--- src/rtl/writeback_scoreboard_if.sv ---
// Write-back / scoreboard bus: MEM/WB result, decoder issue request, and
// register-file write plus scoreboard status back toward the pipeline.
interface writeback_scoreboard_if #(
  parameter int NREG = 32,
  parameter int AW   = 5,
  parameter int DW   = 32
);
  logic          wb_valid;
  logic          wb_reg_write;
  logic          wb_mem_to_reg;
  logic [AW-1:0] wb_rd;
  logic [DW-1:0] alu_data_out;
  logic [DW-1:0] mem_data_out;
  logic          issue_valid;
  logic          issue_reg_write;
  logic [AW-1:0] issue_rd;
  logic [AW-1:0] src_rs;
  logic [AW-1:0] src_rt;
  logic [DW-1:0] reg_wr_data;
  logic [AW-1:0] reg_wr_addr;
  logic          reg_write;
  logic          stall;
  logic [NREG-1:0] busy_flags;
  logic [AW:0]   pending_count;
  logic          wb_orphan;

  modport master (
    output wb_valid, wb_reg_write, wb_mem_to_reg, wb_rd, alu_data_out, mem_data_out,
    output issue_valid, issue_reg_write, issue_rd, src_rs, src_rt,
    input  reg_wr_data, reg_wr_addr, reg_write, stall, busy_flags, pending_count, wb_orphan
  );

  modport slave (
    input  wb_valid, wb_reg_write, wb_mem_to_reg, wb_rd, alu_data_out, mem_data_out,
    input  issue_valid, issue_reg_write, issue_rd, src_rs, src_rt,
    output reg_wr_data, reg_wr_addr, reg_write, stall, busy_flags, pending_count, wb_orphan
  );
endinterface

--- src/rtl/writeback_scoreboard.sv ---
// MIPS write-back stage: registers the register-file write and owns the
// per-register busy scoreboard that stalls issue on RAW/WAW hazards.
module writeback_scoreboard #(
  parameter int NREG = 32,
  parameter int AW   = 5,
  parameter int DW   = 32
) (
  input  logic                   clk,
  input  logic                   reset,
  writeback_scoreboard_if.slave  bus
);

  localparam logic [AW:0] CNT_MAX = (AW+1)'(NREG - 1);

  logic [DW-1:0]   reg_wr_data_q, reg_wr_data_d;
  logic [AW-1:0]   reg_wr_addr_q, reg_wr_addr_d;
  logic            reg_write_q,   reg_write_d;
  logic [NREG-1:0] busy_q,        busy_d;
  logic [AW:0]     count_q,       count_d;
  logic            orphan_q,      orphan_d;

  logic            wb_fire;
  logic            set_fire;
  logic            stall_c;
  logic            inc;
  logic            dec;
  logic [NREG-1:0] busy_rd;

  always_comb begin
    wb_fire = bus.wb_valid & bus.wb_reg_write & (bus.wb_rd != '0);

    // r0 is hardwired: read its flag as clear regardless of state
    busy_rd    = busy_q;
    busy_rd[0] = 1'b0;

    // No bypass of a same-edge clear: the hazard is resolved one cycle late
    stall_c = bus.issue_valid &
              (busy_rd[bus.src_rs] | busy_rd[bus.src_rt] |
               (bus.issue_reg_write & busy_rd[bus.issue_rd]));

    set_fire = bus.issue_valid & ~stall_c & bus.issue_reg_write &
               (bus.issue_rd != '0);
  end

  always_comb begin
    reg_write_d   = wb_fire;
    reg_wr_addr_d = reg_wr_addr_q;
    reg_wr_data_d = reg_wr_data_q;
    if (wb_fire) begin
      reg_wr_addr_d = bus.wb_rd;
      reg_wr_data_d = bus.wb_mem_to_reg ? bus.mem_data_out : bus.alu_data_out;
    end
  end

  always_comb begin
    busy_d   = busy_q;
    orphan_d = orphan_q;
    count_d  = count_q;

    // Clear applied before set so a same-register collision leaves the flag set
    if (wb_fire) begin
      busy_d[bus.wb_rd] = 1'b0;
      if (!busy_q[bus.wb_rd]) orphan_d = 1'b1;
    end
    if (set_fire) busy_d[bus.issue_rd] = 1'b1;

    inc = set_fire & ~busy_q[bus.issue_rd] & (count_q != CNT_MAX);
    dec = wb_fire & busy_q[bus.wb_rd] &
          ~(set_fire & (bus.issue_rd == bus.wb_rd)) & (count_q != '0);

    if (inc && !dec)      count_d = count_q + 1'b1;
    else if (dec && !inc) count_d = count_q - 1'b1;
  end

  always_ff @(posedge clk or negedge reset) begin
    if (!reset) begin
      reg_wr_data_q <= '0;
      reg_wr_addr_q <= '0;
      reg_write_q   <= 1'b0;
      busy_q        <= '0;
      count_q       <= '0;
      orphan_q      <= 1'b0;
    end else begin
      reg_wr_data_q <= reg_wr_data_d;
      reg_wr_addr_q <= reg_wr_addr_d;
      reg_write_q   <= reg_write_d;
      busy_q        <= busy_d;
      count_q       <= count_d;
      orphan_q      <= orphan_d;
    end
  end

  assign bus.reg_wr_data   = reg_wr_data_q;
  assign bus.reg_wr_addr   = reg_wr_addr_q;
  assign bus.reg_write     = reg_write_q;
  assign bus.stall         = stall_c;
  assign bus.busy_flags    = busy_q;
  assign bus.pending_count = count_q;
  assign bus.wb_orphan     = orphan_q;

endmodule
--- src/flat_wrapper.sv ---
// flat-port wrapper written by rule: the top's interface ports become plain ports
module writeback_scoreboard_flat 
#(
  parameter int NREG = 32,
  parameter int AW   = 5,
  parameter int DW   = 32
)
  (clk, reset, bus_wb_valid, bus_wb_reg_write, bus_wb_mem_to_reg, bus_wb_rd, bus_alu_data_out, bus_mem_data_out, bus_issue_valid, bus_issue_reg_write, bus_issue_rd, bus_src_rs, bus_src_rt, bus_reg_wr_data, bus_reg_wr_addr, bus_reg_write, bus_stall, bus_busy_flags, bus_pending_count, bus_wb_orphan);
  writeback_scoreboard_if #(.NREG(NREG), .AW(AW), .DW(DW)) bus_i ();
  input  logic clk;
  input  logic reset;
  input wire logic [$bits(bus_i.wb_valid)-1:0] bus_wb_valid;
  input wire logic [$bits(bus_i.wb_reg_write)-1:0] bus_wb_reg_write;
  input wire logic [$bits(bus_i.wb_mem_to_reg)-1:0] bus_wb_mem_to_reg;
  input wire logic [$bits(bus_i.wb_rd)-1:0] bus_wb_rd;
  input wire logic [$bits(bus_i.alu_data_out)-1:0] bus_alu_data_out;
  input wire logic [$bits(bus_i.mem_data_out)-1:0] bus_mem_data_out;
  input wire logic [$bits(bus_i.issue_valid)-1:0] bus_issue_valid;
  input wire logic [$bits(bus_i.issue_reg_write)-1:0] bus_issue_reg_write;
  input wire logic [$bits(bus_i.issue_rd)-1:0] bus_issue_rd;
  input wire logic [$bits(bus_i.src_rs)-1:0] bus_src_rs;
  input wire logic [$bits(bus_i.src_rt)-1:0] bus_src_rt;
  output wire logic [$bits(bus_i.reg_wr_data)-1:0] bus_reg_wr_data;
  output wire logic [$bits(bus_i.reg_wr_addr)-1:0] bus_reg_wr_addr;
  output wire logic [$bits(bus_i.reg_write)-1:0] bus_reg_write;
  output wire logic [$bits(bus_i.stall)-1:0] bus_stall;
  output wire logic [$bits(bus_i.busy_flags)-1:0] bus_busy_flags;
  output wire logic [$bits(bus_i.pending_count)-1:0] bus_pending_count;
  output wire logic [$bits(bus_i.wb_orphan)-1:0] bus_wb_orphan;
  assign bus_i.wb_valid = bus_wb_valid;
  assign bus_i.wb_reg_write = bus_wb_reg_write;
  assign bus_i.wb_mem_to_reg = bus_wb_mem_to_reg;
  assign bus_i.wb_rd = bus_wb_rd;
  assign bus_i.alu_data_out = bus_alu_data_out;
  assign bus_i.mem_data_out = bus_mem_data_out;
  assign bus_i.issue_valid = bus_issue_valid;
  assign bus_i.issue_reg_write = bus_issue_reg_write;
  assign bus_i.issue_rd = bus_issue_rd;
  assign bus_i.src_rs = bus_src_rs;
  assign bus_i.src_rt = bus_src_rt;
  assign bus_reg_wr_data = bus_i.reg_wr_data;
  assign bus_reg_wr_addr = bus_i.reg_wr_addr;
  assign bus_reg_write = bus_i.reg_write;
  assign bus_stall = bus_i.stall;
  assign bus_busy_flags = bus_i.busy_flags;
  assign bus_pending_count = bus_i.pending_count;
  assign bus_wb_orphan = bus_i.wb_orphan;
  writeback_scoreboard #(.NREG(NREG), .AW(AW), .DW(DW)) u_core (.clk(clk), .reset(reset), .bus(bus_i));
endmodule
--- config.mk ---
export PLATFORM = sky130hd
export DESIGN_NAME = writeback_scoreboard_flat
export DESIGN_NICKNAME = d
export VERILOG_FILES = /design/src/rtl/writeback_scoreboard_if.sv /design/src/rtl/writeback_scoreboard.sv /design/src/flat_wrapper.sv
export SDC_FILE = /design/constraint.sdc
export NUM_CORES = 1
export LEC_CHECK = 0
export BUFFER_PORTS_ARGS = -buffer_cell sky130_fd_sc_hd__clkbuf_2
export CORE_ASPECT_RATIO = 0.7
export CORE_MARGIN = 2
export CORE_UTILIZATION = 30
export CTS_BUF_LIST = sky130_fd_sc_hd__clkbuf_8
export DETAILED_ROUTE_END_ITERATION = 8
export PLACE_DENSITY = 0.63
export SLEW_MARGIN = 25
export SYNTH_ARGS = -nofsm -noshare
export SYNTH_HDL_FRONTEND = slang
export SYNTH_SLANG_ARGS = --single-unit
--- constraint.sdc ---
create_clock -name clk -period 5.6 [get_ports clk]
set_clock_uncertainty 0.2 [all_clocks]
set_input_delay 0.84 -clock clk [delete_from_list [all_inputs] [get_ports clk]]
set_output_delay 0.84 -clock clk [all_outputs]
set_load 0.1 [all_outputs]
==> metrics.md <==
| Metric | Value |
|---|---|
| Crit end category | `output pin` |
| DIE HEIGHT | `112 um` |
| Worst Path Arrival | `3.45 ns` |
| Worst slew pin tran | `between 0.9 and 1 ns` |
| Die area | `roughly 0.018 mm^2` |
| Final nets | `752` |
| Final Hold Fails | `0` |
| Post-Route WL | `16.4 mm` |
| RSZ-0062 raised after global routing | `false` |
| Crit-path slowest cell | `buf_4` |
| Vias | `between 4000 and 5000` |
| CP required | `~4.6 ns` |
| Asr flop ratio synth | `1.00` |
| Initial antenna violation count | `1` |
| Hpwl dp | `11.9 mm` |
| Pwr dens | `409 mW/mm^2` |
| Crit Path Class | `input port to output pin` |
| Minimum clock period | `approximately 4.5 ns` |
| DRT iter0 DRCs | `between 400 and 500` |
| Total track usage | `0.191` |
| Final ANT Viol Nets | `0` |
| Post-CTS sizing | `0` |
| Fin crit share | `0.803` |
| Max_cap viols | `0` |
| Critical path buffer and inverter count | `4` |
| Num rows | `39` |
| Syn_area_per_cell | `9.67 um^2` |
| CTS Buf Count | `9` |
| Routed len/inst | `18.5 um` |
| Hold crit path type | `flop to flop` |
| Root Buffer | `clkbuf_8` |
| Core ar. | `0.0162 mm^2` |
| Io pins | `169` |
| Synth warnings | `0` |
| Slew HR | `0.391` |
| Pin count of the biggest net entering global routing | `78` |
| Clock-pin slew on the worst setup and hold paths | `0.08 ns` |
| CP startpoint kind | `input port` |
| Fmax | `0.222 GHz` |
| Top Layer Used | `met5` |
| Total gr overflow | `0` |
| DR vias/cell | `roughly 5.2` |
| Crit path cell chain | `clkbuf_2 > mux2_2 > a221oi_1 > a2111oi_0 > buf_4 > nor4b_4 > buf_4 > nor2b_1 > o21a_1 > clkbuf_2` |
| Sink Count | `77` |
| Cells after Synth | `512` |
| Syn_nets | `609` |
| Met2 WL | `approximately 7 mm` |
| Seq/Total Area, Yosys | `0.389` |
| Worst path max stage delay | `0.39 ns` |
| Maximum VDD drop | `0.000361 V` |
| Vias in the first global route | `between 4000 and 5000` |
| H-tree Lvls | `3` |
| Number of synthesized register bits | `77` |
| Wire length on met1 | `approximately 7.3 mm` |
| Gpl congestion | `0.894` |
| Starting Density | `0.305` |
| Max clock buf depth | `2` |
| First-pass GRT wire length | `25.9 mm` |
| Layout cells sized above 1 | `0.367` |
| Synth cell types | `54` |
| Slew Limit Fails | `0` |
| Clk_lat worst skew | `0.36 ns` |
| Area delta synth->final | `23.9%` |
| Post-CTS Setup Bufs | `0` |
| Ant. Diodes | `0` |
| Hold-fix buffers at CTS | `0` |
| DRT Pass-1 Iters | `7` |
| CTS tree | `built` |
| Count of buffers from port buffering | `168` |
| Die W | `approximately 160 um` |
| Crit-path max FO | `32` |
| Total power | `2.51 mW` |
| Leak pwr | `2.88 nW` |
| Setup tns final | `0 ns` |
| Met3 wire len | `approximately 1.7 mm` |
| Top FF cell, synth | `dfrtp_1` |
| Worst path top cell family by delay | `buffers and inverters` |
| Synth Cell Area | `0.00495 mm^2` |
| Status | `completed` |
| DRC | `0` |
| Post-synth EDFFs | `0` |
| Reg2reg setup slack | `1.51 ns` |
| Final setup fails | `0` |
## Yosys cell counts, types with 3 or more instances
cell type	n	area, um^2
buf_6	4	45.0
or3b_2	3	26.3
buf_1	4	15.0
nand2_1	69	259
nand3b_1	5	37.5
nor3b_1	5	37.5
xnor2_1	3	26.3
o21ai_2	20	175
o22ai_1	7	43.8
or2_2	3	18.8
mux2_2	4	45.0
buf_2	8	40.0
nand3_1	33	165
o21ai_0	68	340
nor2_1	13	48.8
inv_1	14	52.6
ha_1	5	62.6
or4_1	3	22.5
dfrtp_1	77	1930
mux4_2	21	473
clkbuf_1	24	90.1
nor3_1	10	50.1
o21ai_1	9	45.0
mux2i_1	55	551
a21oi_1	5	25.0
## flip-flops by register name, summed over array words and instances (netlist names)
name                      count
u_core.bus.busy_flags        32
u_core.bus.reg_write          1
u_core.bus.pending_count      6
u_core.bus.wb_orphan          1
u_core.bus.reg_wr_addr        5
u_core.bus.reg_wr_data       32
## final timing paths
| check | start | end | cells past startpoint |
|---|---|---|---|
| max reg2reg | u_core.bus.busy_flags[14] | u_core.bus.pending_count[5] | 15 |
| min in group asynchronous | reset | u_core.bus.reg_wr_data[4] | 1 |
| min | u_core.bus.busy_flags[0] | u_core.bus.busy_flags[0] | 0 |
| max in group asynchronous | reset | u_core.bus.busy_flags[26] | 1 |
| max | bus_issue_rd[1] | bus_stall | 10 |
| min reg2reg | u_core.bus.busy_flags[0] | u_core.bus.busy_flags[0] | 0 |
## final cells by class
cell class,instances,area (um^2)
multi-input cells,380,2790
fillers,1697,10100
clock buffers,10,138
flip-flops and latches,77,1930
inverters,14,52.6
clock inverters,6,62.6
well taps,225,282
repair buffers,173,885
## kinds of logic (layout without fill, tap and decap cells)
group / Yosys count / after routing / synth area share
AND/OR/NAND/NOR: 162 / 162 / 0.163
multiplexers: 80 / 80 / 0.216
AO/OA/AOI/OAI: 127 / 127 / 0.156
flip-flops: 77 / 77 / 0.389
adder cells (fa/ha/maj): 6 / 6 / 0.0167
XOR/XNOR: 5 / 5 / 0.00884
buffers and inverters: 55 / 203 / 0.0505
## report_power, final
group	internal [mW]	total [mW]	switching (mW)
clock	0.217	0.440	0.223
sequential	0.649	0.797	0.147
combinational	0.270	1.27	1.00
## per-stage QoR
step | setup slack (ns) | util | cells | hold WS (ns) | cell area [um^2]
after global placement | 1.09 | 0.365 | 869 | 0.245 | 5930
after detailed placement | 0.965 | 0.365 | 869 | 0.234 | 5930
after global routing | 0.967 | 0.378 | 885 | 0.258 | 6140
after CTS | 1.16 | 0.377 | 885 | 0.247 | 6130
after floorplan | 0.996 | - | 512 | 0.344 | 4950
final | 1.11 | 0.378 | 885 | 0.253 | 6140
## layer usage
layer / vias up / GRT usage
met5: - / 0
li1: 2165 / -
met4: 2 / 0.0521
met2: 239 / 0.279
met3: 27 / 0.0732
met1: 2184 / 0.266
## cell usage in the layout (no fill, tap or decap), drive strengths merged, types with 3 or more instances in the layout
| cell | count |
|---|---|
| dfrtp | 77 |
| o311ai | 3 |
| nand3b | 5 |
| o22ai | 7 |
| clkbuf | 176 |
| nor3b | 5 |
| mux2 | 4 |
| xnor2 | 3 |
| nor2 | 13 |
| nand3 | 33 |
| nand2 | 69 |
| nor3 | 10 |
| buf | 7 |
| mux4 | 21 |
| or2 | 3 |
| a21oi | 5 |
| or3b | 3 |
| inv | 16 |
| ha | 5 |
| o21ai | 97 |
| or4 | 4 |
| mux2i | 55 |
## worst register-to-register path, stage by stage, from the launching register on
cell and delay [ns]:
dfrtp_1 0.53, mux4_2 0.53, mux2i_1 0.17, mux4_2 0.26, a21oi_1 0.04, or4_4 0.48, nor2_1 0.14, ha_1 0.25
inv_1 0.15, ha_1 0.29, a21o_1 0.17, a21oi_1 0.23, o21bai_1 0.12, mux2i_1 0.15, o211ai_1 0.12, xor2_1 0.16
Power figures use the tool's default switching activity.
